<file path="src/rtl/move_arbiter_pkg.sv">
// Shared types for the move arbiter: direction codes, issue-FSM states and requester IDs.
package move_arbiter_pkg;

  typedef logic [1:0] dir_t;

  localparam dir_t DIR_UP    = 2'd0;
  localparam dir_t DIR_DOWN  = 2'd1;
  localparam dir_t DIR_LEFT  = 2'd2;
  localparam dir_t DIR_RIGHT = 2'd3;

  typedef enum logic [1:0] {
    ST_IDLE  = 2'd0,
    ST_OFFER = 2'd1,
    ST_COOL  = 2'd2
  } state_e;

  localparam logic REQ_KB  = 1'b0;
  localparam logic REQ_BTN = 1'b1;

endpackage

</file>
<file path="src/rtl/move_fifo.sv">
// Move queue with two ordered write ports (port 0 lands before port 1) and one read port.
module move_fifo
  import move_arbiter_pkg::*;
#(
  parameter int DEPTH = 4
) (
  input  logic                     clk,
  input  logic                     rst,
  input  logic                     wr0_en,
  input  dir_t                     wr0_data,
  input  logic                     wr1_en,
  input  dir_t                     wr1_data,
  input  logic                     rd_en,
  output dir_t                     rd_data,
  output logic [$clog2(DEPTH):0]   count
);

  localparam int AW = $clog2(DEPTH);
  localparam int CW = AW + 1;

  dir_t            mem_q [DEPTH];
  logic [AW-1:0]   wptr_q, wptr_d, rptr_q, rptr_d, wr1_addr;
  logic [CW-1:0]   count_q, count_d;

  // Power-of-two depth lets the pointers wrap by plain overflow.
  always_comb begin
    wr1_addr = wptr_q + AW'(wr0_en);
    wptr_d   = wptr_q + AW'(wr0_en) + AW'(wr1_en);
    rptr_d   = rptr_q + AW'(rd_en);
    count_d  = count_q + CW'(wr0_en) + CW'(wr1_en) - CW'(rd_en);
  end

  always_ff @(posedge clk) begin
    if (!rst) begin
      wptr_q  <= '0;
      rptr_q  <= '0;
      count_q <= '0;
    end else begin
      wptr_q  <= wptr_d;
      rptr_q  <= rptr_d;
      count_q <= count_d;
    end
  end

  always_ff @(posedge clk) begin
    if (wr0_en) mem_q[wptr_q]   <= wr0_data;
    if (wr1_en) mem_q[wr1_addr] <= wr1_data;
  end

  assign rd_data = mem_q[rptr_q];
  assign count   = count_q;

endmodule

</file>
<file path="src/rtl/move_arbiter.sv">
// Merges keyboard and push-button move requests into a queue and issues them one at a
// time to the game logic, enforcing a cooldown after every accepted move.
module move_arbiter
  import move_arbiter_pkg::*;
#(
  parameter int COOLDOWN = 50000,
  parameter int DEPTH    = 4
) (
  input  logic                   clk,
  input  logic                   rst,
  input  logic                   kb_valid,
  input  logic [1:0]             kb_dir,
  input  logic                   btn_valid,
  input  logic [1:0]             btn_dir,
  output logic                   mv_valid,
  output logic [1:0]             mv_dir,
  input  logic                   mv_ready,
  output logic [$clog2(DEPTH):0] q_count,
  output logic                   drop,
  output logic                   busy
);

  localparam int CW    = $clog2(DEPTH) + 1;
  localparam int CNT_W = (COOLDOWN > 0) ? $clog2(COOLDOWN + 1) : 1;

  state_e           state_q, state_d;
  logic [CNT_W-1:0] cnt_q, cnt_d;
  logic             prio_q, prio_d;
  logic             drop_q, drop_d;

  logic             wr0_en, wr1_en, rd_en, both;
  dir_t             wr0_data, wr1_data, head, first_dir, second_dir;
  logic [CW-1:0]    occ, free_slots;

  move_fifo #(.DEPTH(DEPTH)) u_fifo (
    .clk      (clk),
    .rst      (rst),
    .wr0_en   (wr0_en),
    .wr0_data (wr0_data),
    .wr1_en   (wr1_en),
    .wr1_data (wr1_data),
    .rd_en    (rd_en),
    .rd_data  (head),
    .count    (occ)
  );

  // Free space is judged on occupancy before this cycle's pop: no bypass.
  always_comb begin
    free_slots = CW'(DEPTH) - occ;
    both       = kb_valid & btn_valid;
    first_dir  = (prio_q == REQ_KB) ? kb_dir  : btn_dir;
    second_dir = (prio_q == REQ_KB) ? btn_dir : kb_dir;
    wr0_en     = 1'b0;
    wr1_en     = 1'b0;
    wr0_data   = kb_dir;
    wr1_data   = second_dir;
    drop_d     = 1'b0;
    prio_d     = both ? ~prio_q : prio_q;
    if (both) begin
      wr0_data = first_dir;
      if (free_slots >= CW'(2)) begin
        wr0_en = 1'b1;
        wr1_en = 1'b1;
      end else if (free_slots == CW'(1)) begin
        wr0_en = 1'b1;
        drop_d = 1'b1;
      end else begin
        drop_d = 1'b1;
      end
    end else if (kb_valid || btn_valid) begin
      wr0_data = kb_valid ? kb_dir : btn_dir;
      if (free_slots != '0) wr0_en = 1'b1;
      else                  drop_d = 1'b1;
    end
  end

  always_comb begin
    state_d = state_q;
    cnt_d   = cnt_q;
    rd_en   = 1'b0;
    case (state_q)
      ST_IDLE:  if (occ != '0) state_d = ST_OFFER;
      ST_OFFER: if (mv_ready) begin
        rd_en   = 1'b1;
        cnt_d   = CNT_W'(COOLDOWN);
        state_d = ST_COOL;
      end
      ST_COOL:  if (cnt_q == '0) state_d = ST_IDLE;
                else             cnt_d   = cnt_q - 1'b1;
      default:  state_d = ST_IDLE;
    endcase
  end

  always_ff @(posedge clk) begin
    if (!rst) begin
      state_q <= ST_IDLE;
      cnt_q   <= '0;
      prio_q  <= REQ_KB;
      drop_q  <= 1'b0;
    end else begin
      state_q <= state_d;
      cnt_q   <= cnt_d;
      prio_q  <= prio_d;
      drop_q  <= drop_d;
    end
  end

  assign mv_valid = (state_q == ST_OFFER);
  assign mv_dir   = mv_valid ? head : DIR_UP;
  assign busy     = (state_q == ST_COOL);
  assign drop     = drop_q;
  assign q_count  = occ;

endmodule
</file>
<file path="config.mk">
export PLATFORM = sky130hd
export DESIGN_NAME = move_arbiter
export DESIGN_NICKNAME = d
export VERILOG_FILES = /design/src/rtl/move_arbiter_pkg.sv /design/src/rtl/move_fifo.sv /design/src/rtl/move_arbiter.sv
export SDC_FILE = /design/constraint.sdc
export NUM_CORES = 1
export LEC_CHECK = 0
export BUFFER_PORTS_ARGS = -buffer_cell sky130_fd_sc_hd__buf_2
export CAP_MARGIN = 25
export CORE_MARGIN = 10
export CORE_UTILIZATION = 54
export CTS_CLUSTER_DIAMETER = 60
export DETAILED_ROUTE_END_ITERATION = 7
export GPL_TIMING_DRIVEN = 0
export HOLD_SLACK_MARGIN = 0.12
export PLACE_DENSITY = 0.8
export REMOVE_ABC_BUFFERS = 1
export SYNTH_ARGS = -nofsm -noshare
export SYNTH_HDL_FRONTEND = slang
export SYNTH_SLANG_ARGS = --single-unit
</file>
<file path="constraint.sdc">
create_clock -name clk -period 3.83 [get_ports clk]
set_input_delay 0.383 -clock clk [delete_from_list [all_inputs] [get_ports clk]]
set_output_delay 0.383 -clock clk [all_outputs]
set_load 0.02 [all_outputs]
</file>
==> metrics.yaml, run 1 <==
logic_synthesis:
  yosysUniqueCellTypes: 51
  synth_seq_cells: 35
  synth_most_common_cell: "dfxtp_1"
  synthCells: 241
  synth_warnings: 0
  yosysTopAreaCellShare: 0.2430
  syn_avg_cell_area_sq_um: 9.231
  ys_seq_area_frac: 0.3510
  synth_edf_count: 8
  synth_top_area_cell: "dfxtp_1"
  syn-cell-area_sq_um: 2225
  async_flop_share: 0
  yosys-top-cells-area: "dfxtp_1, edfxtp_1, ha_1"
  ys.flop_type: "dfxtp_1"
  synthTopCellsByCount: "dfxtp_1, inv_1"
cts:
  cts_root_buf: "clkbuf_8"
  cts_tree: "built"
  h-tree-depth: 2
  numCtsBuffers: 5
  cts.clk_slew.worst_paths_ns: 0.07
  cts_max_path_buffers: 2
  cts_num_sinks: 35
  cts_hold_buffers: 0
  clk_latency_ns: 0.29
route:
  first_pass_iters: 5
  dr_total_vias: 1943
  postRouteAntennaNets: 0
  remaining_drc_errors: 0
  routedWlPerCell_um: 15.66
  drt_iter0_markers: 139
  routed_wl_um: 4871
  vias_per_cell: 6.248
floorplan:
  io_pins: 17
  start_util: 0.5561
  core_sq_um: 4000
  die_h_um: 84.19
  row_count: 23
  die_area_sq_um: 7087
  die_x_um: 84.19
placed_design:
  portBuffers: 16
  place_hpwl_um: 3494
  place_congestion: 0.9345
worst_setup_path:
  cpMostUsedCell: "ha_1"
  required_ns: 3.95
  worstSetupPathType: "reg2reg"
  end_kind: "flop"
  cp-start-kind: "flop"
  path_cells: "inv_1, ha_1, ha_1, or3b_4, nor3_2, a2bb2oi_2, inv_1, ha_1, xnor2_4, buf_4, o311ai_0, o311ai_0, a22oi_1"
  cp.arrival_ns: 3.93
  max_stage_delay_ns: 0.47
  worstPathMaxFanout: 10
  cp_slowest_cell: "or3b_4"
sta:
  hold_viol_final: 0
  fin_tns_setup_ns: 0
  setup_viol: 0
  worst_pin_slew_ns: 0.5562
  fmax_mhz: 263.1
  fin_crit_sh: 0.9924
  fin_crit_ns: 3.801
  maxSlewViolCount: 0
  finClkSkew_ns: 0.006264
  slew-limit-headroom: 0.6284
global_routing:
  use_met2: 0.2310
  grt_pass1_wl_um: 8300
  grt_pass1_vias: 1871
  antenna_found_initial: 0
  grt_use_met3: 0.02995
  grt.total_usage: 0.1378
  grtUsageMet1: 0.1618
  grt_max_degree: 19
  grt-busiest-layer: "met2"
  grt.overflow.total: 0
outcome:
  status: "completed"
power:
  power_mw: 1.766
  p_leak_nw: 0.9955
  power_density_nw_per_um2: 708.1
  ir_drop_uv: 505.5
final_layout:
  num_antenna_cells: 0
  syn_to_final_growth_pct: 12.09
  drive_gt1_frac: 0.1724
  fin_nets: 282
worst_hold_path:
  hold_path.class: "in2reg"
run:
  cap_viol_max_count: 0
-- per-layer routing --
| metal | wire (um) | part of all wire |
|---|---|---|
| met1 | 2160 | 0.44 |
| met2 | 2406 | 0.49 |
| met3 | 213 | 0.044 |
| met4 | 90 | 0.018 |
| met5 | 0 | 0 |
-- layout make-up --
type | count | area [sq um]
clock buffer | 7 | 76.32
sequential | 35 | 780.7
fill | 356 | 1506
timing repair buffer | 22 | 125.1
clock inverter | 1 | 5.005
multi-input combinational | 179 | 1380
tap | 50 | 62.56
inverter | 17 | 63.81
-- through the flow --
step | cells | cell area (sq um) | hold WS, ns | setup WS, ns | util
after CTS | 309 | 2469 | 0.3179 | 0.1446 | 0.6171
after global placement | 297 | 2316 | 0.4727 | -0.3912 | 0.5790
after floorplan | 231 | 2173 | 0.4463 | 0.06729 | -
after detailed placement | 297 | 2316 | 0.4945 | -0.4590 | 0.5790
final | 311 | 2494 | 0.3274 | 0.02929 | 0.6234
after global routing | 311 | 2494 | 0.3442 | -0.1343 | 0.6234
-- worst max-delay path, delay by kind of cell (launching register included) --
kind | cells | cell delay [ns]
AND/OR/NAND/NOR | 2 | 0.64
AO/OA/AOI/OAI | 4 | 1.18
XOR/XNOR | 1 | 0.22
adder cells (fa/ha/maj) | 3 | 0.82
buffers and inverters | 3 | 0.36
flip-flops | 1 | 0.43
-- power by group --
| group | leakage [nW] | switching, mW | internal [mW] |
|---|---|---|---|
| clock network | 0.0422 | 0.128 | 0.128 |
| registers | 0.294 | 0.0832 | 0.478 |
| logic | 0.659 | 0.550 | 0.398 |
| total | 0.996 | 0.762 | 1.00 |
-- layout by cell type, fill, tap and decap left out, drive strengths merged, types with 9 or more instances in the layout --
cell type / Yosys / routed
dfxtp: 27 / 27
a21oi: 9 / 9
o31ai: 9 / 9
nor2: 12 / 12
inv: 17 / 17
buf: 4 / 22
a31oi: 12 / 12
ha: 12 / 12
o21ai: 9 / 9
or3: 11 / 11
nand2: 12 / 12
-- path summary, 6_finish.rpt --
| check | start | end | slack (ns) | cells past startpoint |
|---|---|---|---|---|
| min reg2reg | state_q[1] | state_q[0] | 0.51 | 1 |
| max | u_fifo.count[1] | u_fifo.mem_q[2][1] | 0.03 | 13 |
| min | mv_ready | state_q[0] | 0.33 | 2 |
| max reg2reg | u_fifo.count[1] | u_fifo.mem_q[2][1] | 0.03 | 13 |
-- kinds of logic (layout without fill, tap and decap cells) --
group                      Yosys count  count (layout)  share of synthesized area
and+or+nand+nor                     88              88                     0.2458
xor gates and xnor gates             8               8                    0.03150
muxes                                9               9                    0.05174
AOI/OAI and AO/OA                   61              61                     0.1918
adders and majority gates           13              13                    0.07649
DFF                                 35              35                     0.3510
buffers and inverters               27              47                    0.05174
-- sequential cells by signal, indices dropped and copies added, names as in the netlist --
| register | cells |
|---|---|
| cnt_q | 16 |
| drop | 1 |
| prio_q | 1 |
| state_q | 2 |
| u_fifo.count | 3 |
| u_fifo.mem_q | 8 |
| u_fifo.rptr_q | 2 |
| u_fifo.wptr_q | 2 |
-- timing repair --
item | 4_1_cts | 5_1_grt
pin swaps | 3 | 1
gates cloned | 0 | 0
buffers inserted | 4 | 2
setup endpoints to repair | 12 | 6
gates resized for setup | 6 | 4
No activity file was read; power rests on OpenSTA's default activity.
==> run 2: changes to the inputs <==
--- a/config.mk
+++ b/config.mk
@@ -11,10 +11,10 @@
 export CORE_UTILIZATION = 54
 export CTS_CLUSTER_DIAMETER = 60
 export DETAILED_ROUTE_END_ITERATION = 7
-export GPL_TIMING_DRIVEN = 0
 export HOLD_SLACK_MARGIN = 0.12
 export PLACE_DENSITY = 0.8
 export REMOVE_ABC_BUFFERS = 1
+export SETUP_SLACK_MARGIN = 0.05
 export SYNTH_ARGS = -nofsm -noshare
 export SYNTH_HDL_FRONTEND = slang
 export SYNTH_SLANG_ARGS = --single-unit
==> constraint.sdc (replaced) <==
create_clock -name clk -period 3.32 [get_ports clk]
set_input_delay 0.332 -clock clk [delete_from_list [all_inputs] [get_ports clk]]
set_output_delay 0.332 -clock clk [all_outputs]
set_load 0.02 [all_outputs]
==> metrics.yaml, run 2 (same netlist as run 1, synthesis figures left out) <==
final_layout:
  top_register: "cnt_q"  # unchanged
  fin_nets: 289  # was 282
  drive_gt1_frac: 0.2276  # was 0.1724
  largest_reg_flops: 16  # unchanged
  fin_cells: 318  # was 311
  num_antenna_cells: 0  # unchanged
  post-route-util: 0.6456  # was 0.6234
  final_common_cell: "dfxtp_1"  # unchanged
  syn_to_final_growth_pct: 16.09  # was 12.09%
  final_cell_mix: "dfxtp_1, inv_1, buf_2"  # unchanged
route:
  dr_total_vias: 1952  # was 1943
  postRouteAntennaNets: 0  # unchanged
  routedWlPerCell_um: 16.26  # was 15.66 um
  remaining_drc_errors: 0  # unchanged
  first_pass_iters: 4  # was 5
  drt_iter0_markers: 150  # was 139
  vias_per_cell: 6.138  # was 6.248
  routed_wl_um: 5172  # was 4871 um
worst_setup_path:
  cp-start-kind: "flop"  # unchanged
  cp.arrival_ns: 3.27  # was 3.93 ns
  required_ns: 3.41  # was 3.95 ns
  end_kind: "flop"  # unchanged
  r2r_slack_ns: 0.14  # was 0.03 ns
  reg2reg_depth: 13  # unchanged
  worstPathMaxFanout: 6  # was 10
  worstSetupPathType: "reg2reg"  # unchanged
sta:
  setup_viol: 0  # unchanged
  fin_crit_sh: 0.9581  # was 0.9924
  fin_ws_ns: 0.1389  # was 0.02929 ns
  slew-limit-headroom: 0.4826  # was 0.6284
  maxSlewViolCount: 0  # unchanged
  finClkSkew_ns: 0.005240  # was 0.006264 ns
  worst_pin_slew_ns: 0.7745  # was 0.5562 ns
  hold_viol_final: 0  # unchanged
  fmax_mhz: 314.4  # was 263.1 MHz
  rsz0062_at_grt: "yes"
  fin_crit_ns: 3.181  # was 3.801 ns
  hold-worst-slack_ns: 0.2645  # was 0.3274 ns
global_routing:
  grt.overflow.total: 0  # unchanged
  use_met2: 0.2407  # was 0.2310
  grtUsageMet1: 0.1634  # was 0.1618
  grt_max_degree: 19  # unchanged
  grt_use_met3: 0.02029  # was 0.02995
  antenna_found_initial: 0  # unchanged
  grt_pass1_vias: 1900  # was 1871
  grt_pass1_wl_um: 8576  # was 8300 um
  grt-busiest-layer: "met2"  # unchanged
  grt.total_usage: 0.1391  # was 0.1378
cts:
  cts_hold_buffers: 0  # unchanged
  clk_latency_ns: 0.29  # about the same
  cts_tree: "built"  # unchanged
  h-tree-depth: 2  # unchanged
  numCtsBuffers: 5  # unchanged
  cts_root_buf: "clkbuf_8"  # unchanged
  cts_num_sinks: 35  # unchanged
  post-cts-setup-buffers: 0  # was 4
  cts.clk_slew.worst_paths_ns: 0.07  # about the same
  cts_max_path_buffers: 2  # unchanged
placed_design:
  placed_cells: 310  # was 297
  place_congestion: 0.8775  # was 0.9345
  pre_cts_ws_ns: -0.1082  # was -0.4590 ns
  place_hpwl_um: 3657  # was 3494 um
  portBuffers: 16  # unchanged
floorplan:
  die_x_um: 84.19  # unchanged
  io_pins: 17  # unchanged
  core_sq_um: 4000  # unchanged
  die_h_um: 84.19  # unchanged
  start_util: 0.5561  # unchanged
  die_area_sq_um: 7087  # unchanged
  row_count: 23  # unchanged
run:
  cap_viol_max_count: 0  # unchanged
outcome:
  status: "completed"  # unchanged
power:
  power_density_nw_per_um2: 843.3  # was 708.1 nW/um^2
  ir_drop_uv: 605.6  # was 505.5 uV
  p_leak_nw: 1.038  # was 0.9955 nW
worst_hold_path:
  min_path_cells: 2  # unchanged
  hold_path.class: "in2reg"  # unchanged
-- run 2: cell types whose count changed in the layout (fill, tap and decap cells not counted), moves of 2 or more --
cell,previous run,this run
xnor2_2,0,2
buf_4,6,13
o311ai_0,2,0
a2111oi_2,1,3
o311ai_2,0,3
-- run 2: report_power, final --
group	internal, mW	switching [mW]	total (mW)
Sequential	0.551	0.0926	0.644
Clock	0.147	0.152	0.299
Combinational	0.549	0.686	1.24
Total	1.25	0.931	2.18
-- run 2: stage by stage --
step	area [sq um]	total power, mW	setup TNS, ns
2_1_floorplan	2173	1.396	-3.735
3_3_place_gp	2414	1.732	0
3_5_place_dp	2414	1.758	-0.1233
4_1_cts	2504	2.063	0
5_1_grt	2582	2.342	-0.001591
6_report	2582	2.178	0
-- run 2: path summary, 6_finish.rpt --
path                                      start            endpoint
worst max-delay path            u_fifo.count[0]  u_fifo.mem_q[3][0]
worst min-delay path                   mv_ready          state_q[0]
worst max register to register  u_fifo.count[0]  u_fifo.mem_q[3][0]
worst min register to register       state_q[1]          state_q[0]
-- run 2: routing by layer --
metal	vias to the layer above	routed length, um
met5	-	0
li1	978	-
met1	931	2334
met3	10	123
met4	0	108
met2	33	2605
-- run 2: area by class of cell --
type	instances	area [sq um]
inverter	17	63.81
tap	50	62.56
clock buffer	7	76.32
clock inverter	1	5.005
multi-input combinational	179	1416
timing repair buffer	29	177.7
sequential	35	780.7
fill	328	1418
-- run 2: critical path, cell delays in order, from the launching register on --
cell and delay [ns]:
dfxtp_1 0.33, inv_1 0.08, ha_1 0.20, ha_1 0.29, or3b_4 0.39, nor3_2 0.14, a2bb2oi_2 0.18, inv_1 0.09
ha_4 0.19, xor2_2 0.20, buf_4 0.19, a31oi_1 0.28, nor3_1 0.10, a2111oi_2 0.33
-- run 2: what timing repair did --
item,in CTS,in global routing
pin swaps,0,1
resized for setup,3,18
endpoints found under the setup margin,7,9
endpoints found under the hold margin,0,0
==> run 3: changes to the inputs <==
--- a/config.mk
+++ b/config.mk
@@ -5,7 +5,7 @@
 export SDC_FILE = /design/constraint.sdc
 export NUM_CORES = 1
 export LEC_CHECK = 0
-export BUFFER_PORTS_ARGS = -buffer_cell sky130_fd_sc_hd__buf_2
+export BUFFER_PORTS_ARGS = -buffer_cell sky130_fd_sc_hd__clkbuf_2
 export CAP_MARGIN = 25
 export CORE_MARGIN = 10
 export CORE_UTILIZATION = 54
==> metrics.yaml, run 3 (same netlist as run 1, synthesis figures left out) <==
route:
  dr_total_vias: 1986  # was 1952
  vias_per_cell: 6.265  # was 6.138
  drt_iter0_markers: 157  # was 150
  routed_wl_um: 5013  # was 5172 um
  postRouteAntennaNets: 0  # unchanged
  first_pass_iters: 4  # unchanged
  routedWlPerCell_um: 15.81  # was 16.26 um
  remaining_drc_errors: 0  # unchanged
worst_setup_path:
  r2r_slack_ns: 0.13  # was 0.14 ns
  worstPathMaxFanout: 6  # unchanged
  required_ns: 3.43  # was 3.41 ns
  cp_slowest_cell: "or3b_4"  # unchanged
  r2r_end: "u_fifo.mem_q[0][0]"  # was u_fifo.mem_q[3][0]
  r2r_start: "u_fifo.count[0]"  # unchanged
  startpoint: "u_fifo.count[0]"  # unchanged
  cp_num_buf_inv: 3  # unchanged
  cp-start-kind: "flop"  # unchanged
  max_stage_delay_ns: 0.39  # about the same
  crit_family: "compound AO/OA/AOI/OAI gates"  # unchanged
  worstSetupPathType: "reg2reg"  # unchanged
  endpoint: "u_fifo.mem_q[0][0]"  # was u_fifo.mem_q[3][0]
  end_kind: "flop"  # unchanged
  reg2reg_depth: 13  # unchanged
  path_cells: "inv_1, ha_1, ha_1, or3b_4, nor3_2, a2bb2oi_2, inv_1, ha_4, xor2_2, buf_4, o311ai_0, o311ai_1, a22oi_1"  # was inv_1, ha_1, ha_1, or3b_4, nor3_2, a2bb2oi_2, inv_1, ha_4, xor2_2, buf_4, a31oi_1, nor3_1, a2111oi_2
  path_depth: 13  # unchanged
  cp.arrival_ns: 3.30  # was 3.27 ns
sta:
  setup_viol: 0  # unchanged
  finClkSkew_ns: 0.007936  # was 0.005240 ns
  fin_crit_ns: 3.191  # was 3.181 ns
  hold-worst-slack_ns: 0.2679  # was 0.2645 ns
  fmax_mhz: 313.4  # was 314.4 MHz
  rsz0062_at_grt: "yes"  # unchanged
  maxSlewViolCount: 0  # unchanged
  fin_crit_sh: 0.9611  # was 0.9581
  worst_pin_slew_ns: 0.5794  # was 0.7745 ns
  slew-limit-headroom: 0.6132  # was 0.4826
  hold_viol_final: 0  # unchanged
cts:
  cts_root_buf: "clkbuf_8"  # unchanged
  numCtsBuffers: 5  # unchanged
  cts_num_sinks: 35  # unchanged
  clk_latency_ns: 0.29  # about the same
  cts.clk_slew.worst_paths_ns: 0.07  # about the same
  cts_tree: "built"  # unchanged
  cts_max_path_buffers: 2  # unchanged
  h-tree-depth: 2  # unchanged
  post-cts-setup-buffers: 0  # unchanged
  cts_hold_buffers: 0  # unchanged
placed_design:
  place_congestion: 0.9115  # was 0.8775
  portBuffers: 16  # unchanged
  place_hpwl_um: 3720  # was 3657 um
  place_area_sq_um: 2414  # unchanged
floorplan:
  row_count: 23  # unchanged
  die_h_um: 84.19  # unchanged
  io_pins: 17  # unchanged
  die_x_um: 84.19  # unchanged
  die_area_sq_um: 7087  # unchanged
  core_sq_um: 4000  # unchanged
  start_util: 0.5561  # unchanged
final_layout:
  fin_nets: 289  # unchanged
  top_register: "cnt_q"  # unchanged
  multi_input_area_sq_um: 1413  # was 1416 sq um
  final_common_cell: "dfxtp_1"  # unchanged
  syn_to_final_growth_pct: 17.04  # was 16.09%
  finish.instance_area_sq_um: 2604  # was 2582 sq um
  num_antenna_cells: 0  # unchanged
  regArea_sq_um: 780.7  # unchanged
  fill_cells: 319  # was 328
  final_cell_mix: "dfxtp_1, inv_1, clkbuf_2"  # was dfxtp_1, inv_1, buf_2
  post-route-util: 0.6509  # was 0.6456
  drive_gt1_frac: 0.2210  # was 0.2276
  largest_reg_flops: 16  # unchanged
power:
  p_leak_nw: 1.044  # was 1.038 nW
  power_mw: 2.245  # was 2.178 mW
  ir_drop_uv: 579.7  # was 605.6 uV
  power_density_nw_per_um2: 862.3  # was 843.3 nW/um^2
worst_hold_path:
  hold_path.class: "in2reg"  # unchanged
  min-delay-start: "mv_ready"  # unchanged
global_routing:
  grt_max_degree: 19  # unchanged
  grt.overflow.total: 0  # unchanged
  grt_pass1_vias: 1868  # was 1900
  grt_pass1_wl_um: 8535  # was 8576 um
  grt.total_usage: 0.1405  # was 0.1391
  antenna_found_initial: 0  # unchanged
run:
  cap_viol_max_count: 0  # unchanged
outcome:
  status: "completed"  # unchanged
==> run 3: changes by cell type in the layout (fill, tap and decap cells not counted), moves of 2 or more <==
| cell | previous run | this run |
|---|---|---|
| clkbuf_2 | 0 | 16 |
| buf_2 | 16 | 0 |
| o311ai_2 | 3 | 0 |
| o311ai_0 | 0 | 2 |
| a31oi_1 | 12 | 10 |
==> run 3: power breakdown <==
group	switching [mW]	total, mW	internal [mW]
logic	0.680	1.24	0.557
clock network	0.145	0.365	0.220
registers	0.0922	0.644	0.551
total	0.917	2.25	1.33
==> run 3: repair_timing <==
action	4_1_cts	5_1_grt
hold endpoints to repair	0	0
setup endpoints to repair	7	9
gates resized for setup	5	15
pin swaps	0	4
==> run 3: final cells by class <==
| type | count | share of cell area |
|---|---|---|
| Clock inverter | 1 | 0.01153 |
| Sequential cell | 35 | 0.2999 |
| Clock buffer | 6 | 0.02787 |
| Timing Repair Buffer | 29 | 0.06968 |
| Multi-Input combinational cell | 179 | 0.5425 |
| Tap cell | 50 | 0.02403 |
| Inverter | 17 | 0.02451 |
==> run 3: worst min-delay path by stage <==
stage,slack [ns],to,cells past startpoint
after floorplan,0.45,state_q[0],1
after global placement,0.47,state_q[0],1
after detailed placement,0.48,state_q[0],1
after CTS,0.25,state_q[0],2
after global routing,0.28,state_q[0],2
final,0.27,state_q[0],2
==> run 3: metal layers <==
layer  up-vias  wire, um  global-route usage
li1        977         -                   -
met4         0        99             0.06393
met1       937      2192              0.1651
met3         8       205             0.02802
met2        64      2516              0.2393
met5         -         0                   0
==> run 3: metrics by stage <==
step,setup WS [ns],TNS [ns],cells
2_1_floorplan,-0.4427,-3.735,231
3_3_place_gp,0.1202,0,310
3_5_place_dp,-0.07251,-0.1157,310
4_1_cts,0.06469,0,317
5_1_grt,-0.04167,-0.04167,317
6_report,0.1292,0,317
